### config.mk
export PLATFORM = sky130hd
export DESIGN_NAME = hazard_unit
export DESIGN_NICKNAME = d
export VERILOG_FILES = /design/src/rtl/mips_pkg.sv /design/src/rtl/sat_counter.sv /design/src/rtl/hazard_unit.sv
export SDC_FILE = /design/constraint.sdc
export NUM_CORES = 1
export LEC_CHECK = 0
export CAP_MARGIN = 20
export CORE_MARGIN = 3
export CORE_UTILIZATION = 30
export DETAILED_ROUTE_END_ITERATION = 16
export SLEW_MARGIN = 20
export SYNTH_ARGS = -nofsm -noshare
export SYNTH_HDL_FRONTEND = slang
export SYNTH_HIERARCHICAL = 1
export SYNTH_SLANG_ARGS = --single-unit
### constraint.sdc
create_clock -name CLK -period 3.44 [get_ports CLK]
set_clock_uncertainty 0.05 [all_clocks]
set_input_delay 0.688 -clock CLK [delete_from_list [all_inputs] [get_ports CLK]]
set_output_delay 0.688 -clock CLK [all_outputs]
set_load 0.05 [all_outputs]
### src/rtl/mips_pkg.sv
// rtl/mips_pkg.sv - shared opcodes, forwarding selects and hazard FSM encoding
package mips_pkg;

    localparam logic [5:0] OP_RTYPE = 6'h00;
    localparam logic [5:0] OP_J     = 6'h02;
    localparam logic [5:0] OP_BEQ   = 6'h04;
    localparam logic [5:0] OP_BNE   = 6'h05;
    localparam logic [5:0] OP_LW    = 6'h23;
    localparam logic [5:0] OP_SW    = 6'h2b;

    localparam logic [1:0] FWD_RF  = 2'b00;
    localparam logic [1:0] FWD_MEM = 2'b10;
    localparam logic [1:0] FWD_WB  = 2'b01;

    typedef enum logic [1:0] {
        IDLE     = 2'd0,
        LU_STALL = 2'd1,
        BR_FLUSH = 2'd2
    } hz_state_e;

    // Instructions that read rt as a source operand (R-type, branches, store data).
    function automatic logic uses_rt(input logic [5:0] opcode);
        return (opcode == OP_RTYPE) || (opcode == OP_BEQ) ||
               (opcode == OP_BNE)   || (opcode == OP_SW);
    endfunction

endpackage

### src/rtl/sat_counter.sv
// rtl/sat_counter.sv - saturating up-counter with synchronous active-low reset
module sat_counter #(
    parameter int W = 16
) (
    input  logic         CLK,
    input  logic         RST_N,
    input  logic         inc,
    output logic [W-1:0] q
);

    logic [W-1:0] cnt_q;
    logic [W-1:0] cnt_d;

    always_comb begin
        cnt_d = cnt_q;
        if (inc && (cnt_q != {W{1'b1}})) begin
            cnt_d = cnt_q + {{(W-1){1'b0}}, 1'b1};
        end
    end

    always_ff @(posedge CLK) begin
        if (!RST_N) begin
            cnt_q <= '0;
        end else begin
            cnt_q <= cnt_d;
        end
    end

    assign q = cnt_q;

endmodule

### src/rtl/hazard_unit.sv
// rtl/hazard_unit.sv - load-use stall, branch/jump flush and EX forwarding control
module hazard_unit
    import mips_pkg::*;
#(
    parameter int CNT_W = 16
) (
    input  logic             CLK,
    input  logic             RST_N,
    input  logic [5:0]       opcode_ID,
    input  logic [4:0]       rs_ID,
    input  logic [4:0]       rt_ID,
    input  logic [4:0]       rs_EX,
    input  logic [4:0]       rt_EX,
    input  logic [4:0]       rd_EX,
    input  logic             MEM2REG_EX,
    input  logic             Write_EN_EX,
    input  logic [4:0]       rd_MEM,
    input  logic             Write_EN_MEM,
    input  logic [4:0]       rd_WB,
    input  logic             Write_EN_WB,
    input  logic             J_ID,
    input  logic             BrTaken_EX,
    output logic             Stall,
    output logic             Flush_IFID,
    output logic             Flush_IDEX,
    output logic [1:0]       ForwardA,
    output logic [1:0]       ForwardB,
    output logic [CNT_W-1:0] stall_cnt,
    output logic [CNT_W-1:0] flush_cnt
);

    hz_state_e state_q;
    hz_state_e state_d;
    logic      lu;

    assign lu = MEM2REG_EX && Write_EN_EX && (rd_EX != 5'd0) &&
                ((rd_EX == rs_ID) || ((rd_EX == rt_ID) && uses_rt(opcode_ID)));

    // Taken branch outranks lu and J_ID: both belong to wrong-path slots.
    always_comb begin
        state_d    = IDLE;
        Stall      = 1'b0;
        Flush_IFID = 1'b0;
        Flush_IDEX = 1'b0;
        if (RST_N) begin
            case (state_q)
                IDLE: begin
                    if (BrTaken_EX) begin
                        Flush_IFID = 1'b1;
                        Flush_IDEX = 1'b1;
                        state_d    = BR_FLUSH;
                    end else if (lu) begin
                        Stall   = 1'b1;
                        state_d = LU_STALL;
                    end else if (J_ID) begin
                        Flush_IFID = 1'b1;
                    end
                end
                LU_STALL: begin
                    if (BrTaken_EX) begin
                        Flush_IFID = 1'b1;
                        Flush_IDEX = 1'b1;
                        state_d    = BR_FLUSH;
                    end else if (J_ID) begin
                        Flush_IFID = 1'b1;
                    end
                end
                default: state_d = IDLE;
            endcase
        end
    end

    always_ff @(posedge CLK) begin
        if (!RST_N) begin
            state_q <= IDLE;
        end else begin
            state_q <= state_d;
        end
    end

    always_comb begin
        ForwardA = FWD_RF;
        ForwardB = FWD_RF;
        if (RST_N) begin
            if (Write_EN_MEM && (rd_MEM != 5'd0) && (rd_MEM == rs_EX)) begin
                ForwardA = FWD_MEM;
            end else if (Write_EN_WB && (rd_WB != 5'd0) && (rd_WB == rs_EX)) begin
                ForwardA = FWD_WB;
            end
            if (Write_EN_MEM && (rd_MEM != 5'd0) && (rd_MEM == rt_EX)) begin
                ForwardB = FWD_MEM;
            end else if (Write_EN_WB && (rd_WB != 5'd0) && (rd_WB == rt_EX)) begin
                ForwardB = FWD_WB;
            end
        end
    end

    sat_counter #(.W(CNT_W)) u_stall_cnt (
        .CLK   (CLK),
        .RST_N (RST_N),
        .inc   (Stall),
        .q     (stall_cnt)
    );

    sat_counter #(.W(CNT_W)) u_flush_cnt (
        .CLK   (CLK),
        .RST_N (RST_N),
        .inc   (Flush_IFID | Flush_IDEX),
        .q     (flush_cnt)
    );

endmodule
-- After elaboration in Yosys (flattened, before gate mapping)
Index checks and enable logic that the tools add are counted.
- flip-flop bits (word level): 34
- input bits: 49
- word-level logic and storage cells: 63
- multiplexer cells: 23
- add/sub/neg operators: 2
- reduce and logical (&&, ||, !) cells: 22
- bitwise operators: 1
- equality and inequality tests: 12
- operators by type and width (kind ; number):
    16-bit by 1-bit adder with 16-bit output, second input constant ; 2
    16-bit != test, second input constant ; 2
    5-bit equality test ; 6
    1-bit two-way mux ; 15
    5-bit nonzero test ; 3
    6-bit by 3-bit equality test with 1-bit output, second input constant ; 2
    1-bit logical AND ; 12
    2-bit two-way mux ; 6
    6-bit equality test, second input constant ; 1
    6-bit logical NOT ; 1
    1-bit logical OR ; 4
    2-bit one-hot mux with 2 select lines ; 1
    2-bit by 1-bit equality test with 1-bit output, second input constant ; 1
    2-bit logical NOT ; 1
    1-bit one-hot mux with 2 select lines ; 1
    2-bit OR reduction ; 1
    1-bit bitwise OR ; 1

-- Longest topological paths before layout
Gate-level depths: netlist of the first run.
- word-level depth: 13
- gate-level depth with buffers: 8
- depth with buffers taken out: 8

-- By module
Netlist of the first run, hierarchy kept.
- by module, submodules not included (module ; cells an instance ; area an instance (µm²) ; times used):
    sat_counter ; 97 ; 837.1 ; 2
    hazard_unit ; 67 ; 541.8 ; 1

-- Worst setup path after synthesis of the first run
Ideal clock, no wire load.
- path kind: input-to-reg
- from: input port opcode_ID[1]
- to: register u_stall_cnt.cnt_q[13], in the netlist u_stall_cnt/q[13]
- stages on the path: 6
- data arrival time: 4.345 ns
- setup slack: -1.025 ns
- library setup time: 0.071 ns
- cells stage by stage: or4_1 a2111o_1 a211oi_1 nand2_1 or4_1 a21oi_1
- cells in the longest elaborated chain, start to end: 12
- ends and longest elaborated chain (what ; line ; source):
    start, declared ; hazard_unit.sv:9 ; input logic [5:0] opcode_ID,
    6-bit by 3-bit equality test with 1-bit output or 6-bit logical NOT (tied branches) ; mips_pkg.sv:23 ; return (opcode == OP_RTYPE) || (opcode == OP_BEQ) ||
    1-bit logical OR (2 in a row) ; mips_pkg.sv:23 ;
    1-bit logical OR (*) ; mips_pkg.sv:24 ; (opcode == OP_BNE) || (opcode == OP_SW);
    1-bit logical AND (*) ; hazard_unit.sv:37 ; ((rd_EX == rs_ID) || ((rd_EX == rt_ID) && uses_rt(opcode_ID)));
    1-bit logical OR (*) ; hazard_unit.sv:37 ;
    1-bit logical AND (*) ; hazard_unit.sv:36 ; assign lu = MEM2REG_EX && Write_EN_EX && (rd_EX != 5'd0) &&
    1-bit two-way mux (*) ; hazard_unit.sv:52 ; end else if (lu) begin
    1-bit two-way mux (*) ; hazard_unit.sv:48 ; if (BrTaken_EX) begin
    1-bit two-way mux (*) ; hazard_unit.sv:46 ; case (state_q)
    1-bit two-way mux (*) ; hazard_unit.sv:45 ; if (RST_N) begin
    via Stall ; hazard_unit.sv:23 ; output logic Stall,
    1-bit logical AND (*) ; sat_counter.sv:16 ; if (inc && (cnt_q != {W{1'b1}})) begin
    end signal, assigned ; sat_counter.sv:25 ; cnt_q <= cnt_d;
    end, declared ; sat_counter.sv:11 ; logic [W-1:0] cnt_q;
The timed path passes the listed nets; every way through them passes the cells marked *.
A chain may end at the register's enable or synchronous reset.

-- Final worst setup path of the first run
- from: input port opcode_ID[1]
- to: output port Flush_IFID
- cells in the longest elaborated chain, start to end: 11
- ends and longest elaborated chain (what ; line ; source):
    6-bit by 3-bit equality test with 1-bit output or 6-bit logical NOT (tied branches) ; mips_pkg.sv:23 ;
    1-bit logical OR (2 in a row) ; mips_pkg.sv:23 ;
    1-bit logical OR (*) ; mips_pkg.sv:24 ;
    1-bit logical AND (*) ; hazard_unit.sv:37 ;
    1-bit logical OR (*) ; hazard_unit.sv:37 ;
    1-bit logical AND (*) ; hazard_unit.sv:36 ;
    1-bit two-way mux (*) ; hazard_unit.sv:52 ;
    1-bit two-way mux (*) ; hazard_unit.sv:48 ;
    1-bit one-hot mux with 2 select lines (*) ; hazard_unit.sv:46 ;
    1-bit two-way mux (*) ; hazard_unit.sv:45 ;
    end, declared ; hazard_unit.sv:24 ; output logic Flush_IFID,
Every way passes the cells marked *; elsewhere a longest branch is shown, timed or not.

==> results of run 1 <==
timing repair:
action / 4_1_cts / 5_1_grt
endpoints found under the setup margin: 1 / 4
pin swaps: 1 / 2
buffers inserted: 1 / 0
endpoints found under the hold margin: 0 / 0
final timing paths:
check,from,to,slack [ps],cells past startpoint
setup / recovery,opcode_ID[1],Flush_IFID,90,6
hold / removal,u_stall_cnt/q[9],u_stall_cnt/q[9],470,2
setup reg to reg,state_q[0],u_stall_cnt/q[7],1260,8
hold reg to reg,u_stall_cnt/q[9],u_stall_cnt/q[9],470,2
cell type report:
| class | instances | area, µm² |
|---|---|---|
| fill | 691 | 3500 |
| timing repair buffer | 103 | 1040 |
| clock inverter | 1 | 30.0 |
| multi-input combinational | 214 | 1500 |
| clock buffer | 7 | 76.3 |
| sequential | 34 | 681 |
| inverter | 9 | 33.8 |
| tap | 96 | 120 |
worst min-delay path: cells and delay by family, from the launching register on:
family | cells | cell delay, ps
AOI/OAI and AO/OA | 2 | 130
DFF | 1 | 350
cell families after synthesis:
kind of cell,count (synthesis)
simple gates,120
compound gates,52
xor+xnor,34
flops,34
buf+inv,13
mux,6
fa+ha+maj,2
flip-flops by register name, summed over array words and instances (netlist names):
signal,count
state_q,2
u_flush_cnt/q,16
u_stall_cnt/q,16
power groups by stage:
stage,sequential (mW),clock (mW),combinational (mW)
final,0.398,0.364,0.159
after global routing,0.398,0.394,0.172
after CTS,0.398,0.377,0.161
after detailed placement,0.407,0,0.160
after global placement,0.407,0,0.158
after floorplan,0.412,0,0.0569
metal layers:
metal,routed length [µm],vias up
met4,42,0
met1,2880,1126
li1,-,1207
met5,0,-
met3,323,5
met2,3240,57
cells in the final DEF, fill, tap and decap left out, types with 2 or more instances in the layout:
master           instances
inv_1                    9
clkbuf_1                 2
o21ai_0                  9
o41ai_1                  2
or3_1                    4
nor4bb_1                 2
clkbuf_8                 5
a21oi_1                 18
nand3b_1                 2
nor4_1                   8
o211a_1                  4
and4_1                   6
or3_4                    2
nand3_1                 15
nand2_1                 20
dfxtp_1                 34
xnor2_1                 14
nand2b_1                 4
nor3_1                   5
buf_12                   5
o31ai_1                 10
nand4_4                  2
nor3b_1                  2
xor2_1                  20
or4_1                   15
nand4_1                  8
mux2i_1                  6
ha_1                     2
clkdlybuf4s50_1         80
nor4_2                   4
buf_4                   18
o211ai_1                 3
nor2_1                  14
o311ai_0                 2
and2_1                   2
through the flow:
stage / power, mW / hold slack, ps
6_report: 0.921 / 472
5_1_grt: 0.965 / 512
4_1_cts: 0.935 / 471
3_5_place_dp: 0.567 / 461
3_3_place_gp: 0.565 / 451
2_1_floorplan: 0.469 / 471
==> run_results.csv, run 1 <==
group,metric,value,unit
timing,finalHoldViolCount,0,
routing,avgRoutedWirePerCell,14.0,µm
synth,synth-edff-count,0,
synth,ys_ff_latch,34,
routing,ant_nets,0,
synth,syn_nets,312,
synth,synthCells,261,
floorplan,num_rows,30,
pwr,vdd_drop_max,0.214,mV
pwr,comb_power_share,17.2,%
layout,stdcell_count,464,
floorplan,dieArea,8450,µm²
synth,synth_top_cell_by_area,"dfxtp_1",
cts,clock_latency,290,ps
routing,drt_iter0_drc,57,
pwr,intPower,0.704,mW
pwr,swShare,23.6,%
placed_design,dp_hpwl,5.07,mm
critical_path,critPathLaunchType,"input pin",
min_path,hold_class,"register to register",
synth,synthMuxAreaShare,2.71,%
timing,fmax,299,MHz
placed_design,post-place-ws,-83.1,ps
routing,drc,0,
critical_path,crit_buf_inv,3,
cts,cts-root-buf,"clkbuf_8",
synth,netlist_top_cells_count,"dfxtp_1 (34), nand2_1 (20), xor2_1 (20), a21oi_1 (18)",
timing,worst_pin_slew,677,ps
cts,cts_sinks,34,
critical_path,crit_path_top_delay_cell,"or4_1",
timing,slew-limit-headroom,54.5,%
floorplan,die_w,91.9,µm
critical_path,critical-path-max-stage-delay,520,ps
placed_design,dpl.cell_count,455,
synth,synth.top_cell.area_share,30.7,%
placed_design,io_buffers,87,
timing,fin_ws,93.3,ps
grt,grtUsageMet1,18.7,%
floorplan,fp.dieH,91.9,µm
synth,ys.flop_type,"dfxtp_1",
grt,gr-total-overflow,0,
grt,grt_busiest_layer,"met2",
placed_design,gp_congestion,0.782,
critical_path,required,2700,ps
synth,synth_area_leaders,"dfxtp_1 (31%), xor2_1 (7.9%), xnor2_1 (5.5%)",
cts,cts_tree,"done",
placed_design,place_area,3370,µm²
grt,antenna_found_initial,0,
layout,finalCoreUtilization,49.9,%
run,drv_cap,0,
synth,synthAdderAreaFrac,1.13,%
synth,syn_avg_cell_area,8.49,µm²
grt,grt_pass1_vias,2272,
pwr,p_per_area,265,nW/µm²
synth,synthSimpleGateAreaFrac,34.0,%
cts,cts_buffers,5,
floorplan,core,6980,µm²
synth,async_flop_share,0,%
floorplan,initial_utilization,31.7,%
outcome,outcome,"finished, final reports clean",
routing,drt-total-wl,6.48,mm
timing,maxSlewViolCount,0,
timing,finalCritPeriodShare,97.3,%
pwr,p_seq_share,43.2,%
grt,gr-usage-met2,26.7,%
critical_path,crit_family,"buffers and inverters",
routing,dr.pass1.iters,4,
synth,synth_most_common_cell,"dfxtp_1",
grt,track_usage,15.2,%
cts,clock_path_buffers,2,
synth,synth.cell_area,2220,µm²
synth,synth_cell_types,40,
pwr,leakage,1.16,nW
layout,drive_gt1_share,11.4,%
layout,area_growth,57.1,%
pwr,p_clk_share,39.5,%
cts,clk_pin_slew,70,ps
synth,synth_warnings,6,
critical_path,path_cells,"clkdlybuf4s50_1, or4_1, a2111o_1, buf_4, o211a_1, buf_12",
cts,ctsHoldBuffers,0,
layout,finish.net_count,418,
cts,post_cts_resized,0,
grt,grt_max_degree,14,
routing,num_vias,2395,
layout,stdcell_area,3480,µm²
timing,setup_viol,0,
critical_path,endpoint_kind,"output pin",
timing,tns,0,ps
grt,met3_usage,3.53,%
routing,viasPerCell,5.16,
critical_path,crit_arrival,2610,ps
timing,fin_crit,3350,ps
layout,antennaDiodeCount,0,
synth,synth_seq_area_share,30.7,%
pwr,p_sw,0.217,mW
synth,synthXorXnorAreaFrac,13.4,%
synth,synth_compound_area_share,15.5,%
floorplan,io_pins,88,
grt,grt_pass1_wl,10.7,mm
critical_path,worst-path-max-fanout,3,
synth,synth_top_family_by_area,"simple AND/OR/NAND/NOR gates",
critical_path,path_class,"input pin to output pin",
cts,htreeDepth,2,
timing,rsz0062_at_grt,"false",
(Power assumes the default switching activity.)
==> run 2, diff against run 1 <==
--- a/config.mk
+++ b/config.mk
@@ -6,9 +6,13 @@
 export NUM_CORES = 1
 export LEC_CHECK = 0
 export CAP_MARGIN = 20
+export CELL_PAD_IN_SITES_DETAIL_PLACEMENT = 1
+export CELL_PAD_IN_SITES_GLOBAL_PLACEMENT = 1
 export CORE_MARGIN = 3
 export CORE_UTILIZATION = 30
+export CTS_BUF_LIST = sky130_fd_sc_hd__clkbuf_4
 export DETAILED_ROUTE_END_ITERATION = 16
+export PLACE_DENSITY_LB_ADDON = 0.1
 export SLEW_MARGIN = 20
 export SYNTH_ARGS = -nofsm -noshare
 export SYNTH_HDL_FRONTEND = slang
==> run 2 against run 1 <==
Via count rose by 1.8%. Final area rose by 0.18%. Power fell by 5.0%. Sequential share of layout area barely moved. Non-clock buffer count rose by 4. Highest routed layer unchanged. Largest cell class unchanged. Final cell count rose by 0.86%. Critical path type unchanged. Sequential cell count did not move. Fmax barely moved.
==> run_results.csv, run 2 (synthesis gave the netlist of run 1 again) <==
group,metric,value,unit
routing,drc,0,
grt,antenna_found_initial,0,
cts,clk_pin_slew,110,ps
critical_path,path_class,"input pin to output pin",
timing,fin_crit,3350,ps
timing,finalHoldViolCount,0,
cts,cts_buffers,5,
pwr,intPower,0.658,mW
timing,worst_pin_slew,721,ps
timing,rsz0062_at_grt,"false",
timing,tns,0,ps
cts,clock_path_buffers,2,
pwr,comb_power_share,18.7,%
placed_design,gp_congestion,0.764,
routing,ant_nets,0,
placed_design,io_buffers,87,
layout,finalCoreUtilization,49.9,%
grt,grt_max_degree,18,
floorplan,core,6980,µm²
cts,cts-root-buf,"clkbuf_4",
critical_path,crit_arrival,2610,ps
critical_path,endpoint_kind,"output pin",
routing,viasPerCell,5.21,
run,drv_cap,0,
layout,area_growth,57.4,%
cts,cts_tree,"done",
placed_design,dp_hpwl,5.80,mm
routing,avgRoutedWirePerCell,15.4,µm
pwr,p_sw,0.216,mW
layout,final_common_cell,"clkdlybuf4s50_1",
floorplan,num_rows,30,
layout,finish.net_count,422,
critical_path,required,2700,ps
routing,drt_iter0_drc,75,
layout,fillers,837,
min_path,min_path_cells,2,
routing,drt-total-wl,7.20,mm
floorplan,fp.dieH,91.9,µm
cts,clock_latency,340,ps
critical_path,critPathLaunchType,"input pin",
cts,cts_sinks,34,
timing,finalCritPeriodShare,97.3,%
grt,gr-total-overflow,0,
floorplan,dieArea,8450,µm²
pwr,p_per_area,251,nW/µm²
layout,antennaDiodeCount,0,
routing,num_vias,2438,
grt,track_usage,17.4,%
cts,htreeDepth,2,
pwr,vdd_drop_max,0.135,mV
pwr,swShare,24.7,%
outcome,outcome,"finished, final reports clean",
floorplan,initial_utilization,31.7,%
layout,drive_gt1_share,12.9,%
floorplan,io_pins,88,
floorplan,die_w,91.9,µm
timing,setup_viol,0,
critical_path,reg2reg_depth,8,
pwr,p_seq_share,45.5,%
cts,ctsHoldBuffers,0,
layout,final_cell_mix,"clkdlybuf4s50_1 (80), dfxtp_1 (34), buf_4 (22), xor2_1 (20), nand2_1 (20)",
grt,grt_pass1_vias,2440,
grt,grt_pass1_wl,12.0,mm
routing,dr.pass1.iters,4,
critical_path,worst-path-max-fanout,3,
min_path,hold_class,"register to register",
timing,slew-limit-headroom,51.5,%
pwr,leakage,1.17,nW
pwr,p_clk_share,35.8,%
timing,fmax,299,MHz
timing,maxSlewViolCount,0,
==> run 2: worst paths after layout <==
path,startpoint,to,slack [ps]
worst max-delay path,opcode_ID[1],Flush_IFID,90
worst min-delay path,u_flush_cnt/q[9],u_flush_cnt/q[9],480
worst max register to register,state_q[0],u_stall_cnt/q[9],1320
worst min register to register,u_flush_cnt/q[9],u_flush_cnt/q[9],480
==> run 2: repair_timing <==
action / 4_1_cts / 5_1_grt
resized for setup: 0 / 1
cloned: 0 / 0
pin swaps: 1 / 1
endpoints found under the setup margin: 1 / 4
setup buffers: 1 / 0
hold endpoints to repair: 0 / 0
==> run 2: routing by layer <==
| layer | part of all wire [%] | global-route usage [%] | routed length, µm |
|---|---|---|---|
| met3 | 2.6 | 2.87 | 188 |
| met2 | 52 | 30.7 | 3750 |
| met5 | 0 | 0 | 0 |
| met4 | 1.2 | 4.58 | 84 |
| met1 | 44 | 21.9 | 3170 |
==> run 2: power by group through the flow <==
stage	clock [mW]	combinational (mW)	sequential [mW]
2_1_floorplan	0	0.0569	0.412
3_3_place_gp	0	0.161	0.407
3_5_place_dp	0	0.165	0.407
4_1_cts	0.325	0.166	0.398
5_1_grt	0.344	0.178	0.399
6_report	0.313	0.163	0.398
==> run 2: metrics by stage <==
stage | total power [mW] | worst slack, ps | area (µm²) | hold slack [ps] | instances
2_1_floorplan | 0.469 | 15.2 | 2240 | 471 | 261
3_3_place_gp | 0.569 | -49.2 | 3400 | 456 | 459
3_5_place_dp | 0.572 | -117 | 3400 | 461 | 459
4_1_cts | 0.889 | 22.0 | 3490 | 478 | 468
5_1_grt | 0.921 | 9.92 | 3490 | 499 | 468
6_report | 0.875 | 92.5 | 3490 | 477 | 468
==> run 2: cell type report <==
cell class | count | area [µm²] | share of cell area, %
inverter | 9 | 33.8 | 0.969
clock inverter | 1 | 30.0 | 0.861
clock buffer | 7 | 52.6 | 1.51
multi-input combinational | 214 | 1500 | 43.1
timing repair buffer | 107 | 1070 | 30.6
sequential | 34 | 681 | 19.5
tap | 96 | 120 | 3.44
==> run 2: worst max-delay path, stage by stage <==
cell and delay, ps:
clkdlybuf4s50_1 410, or4_1 520, a2111o_1 430, buf_4 170, o211a_1 230, buf_12 150
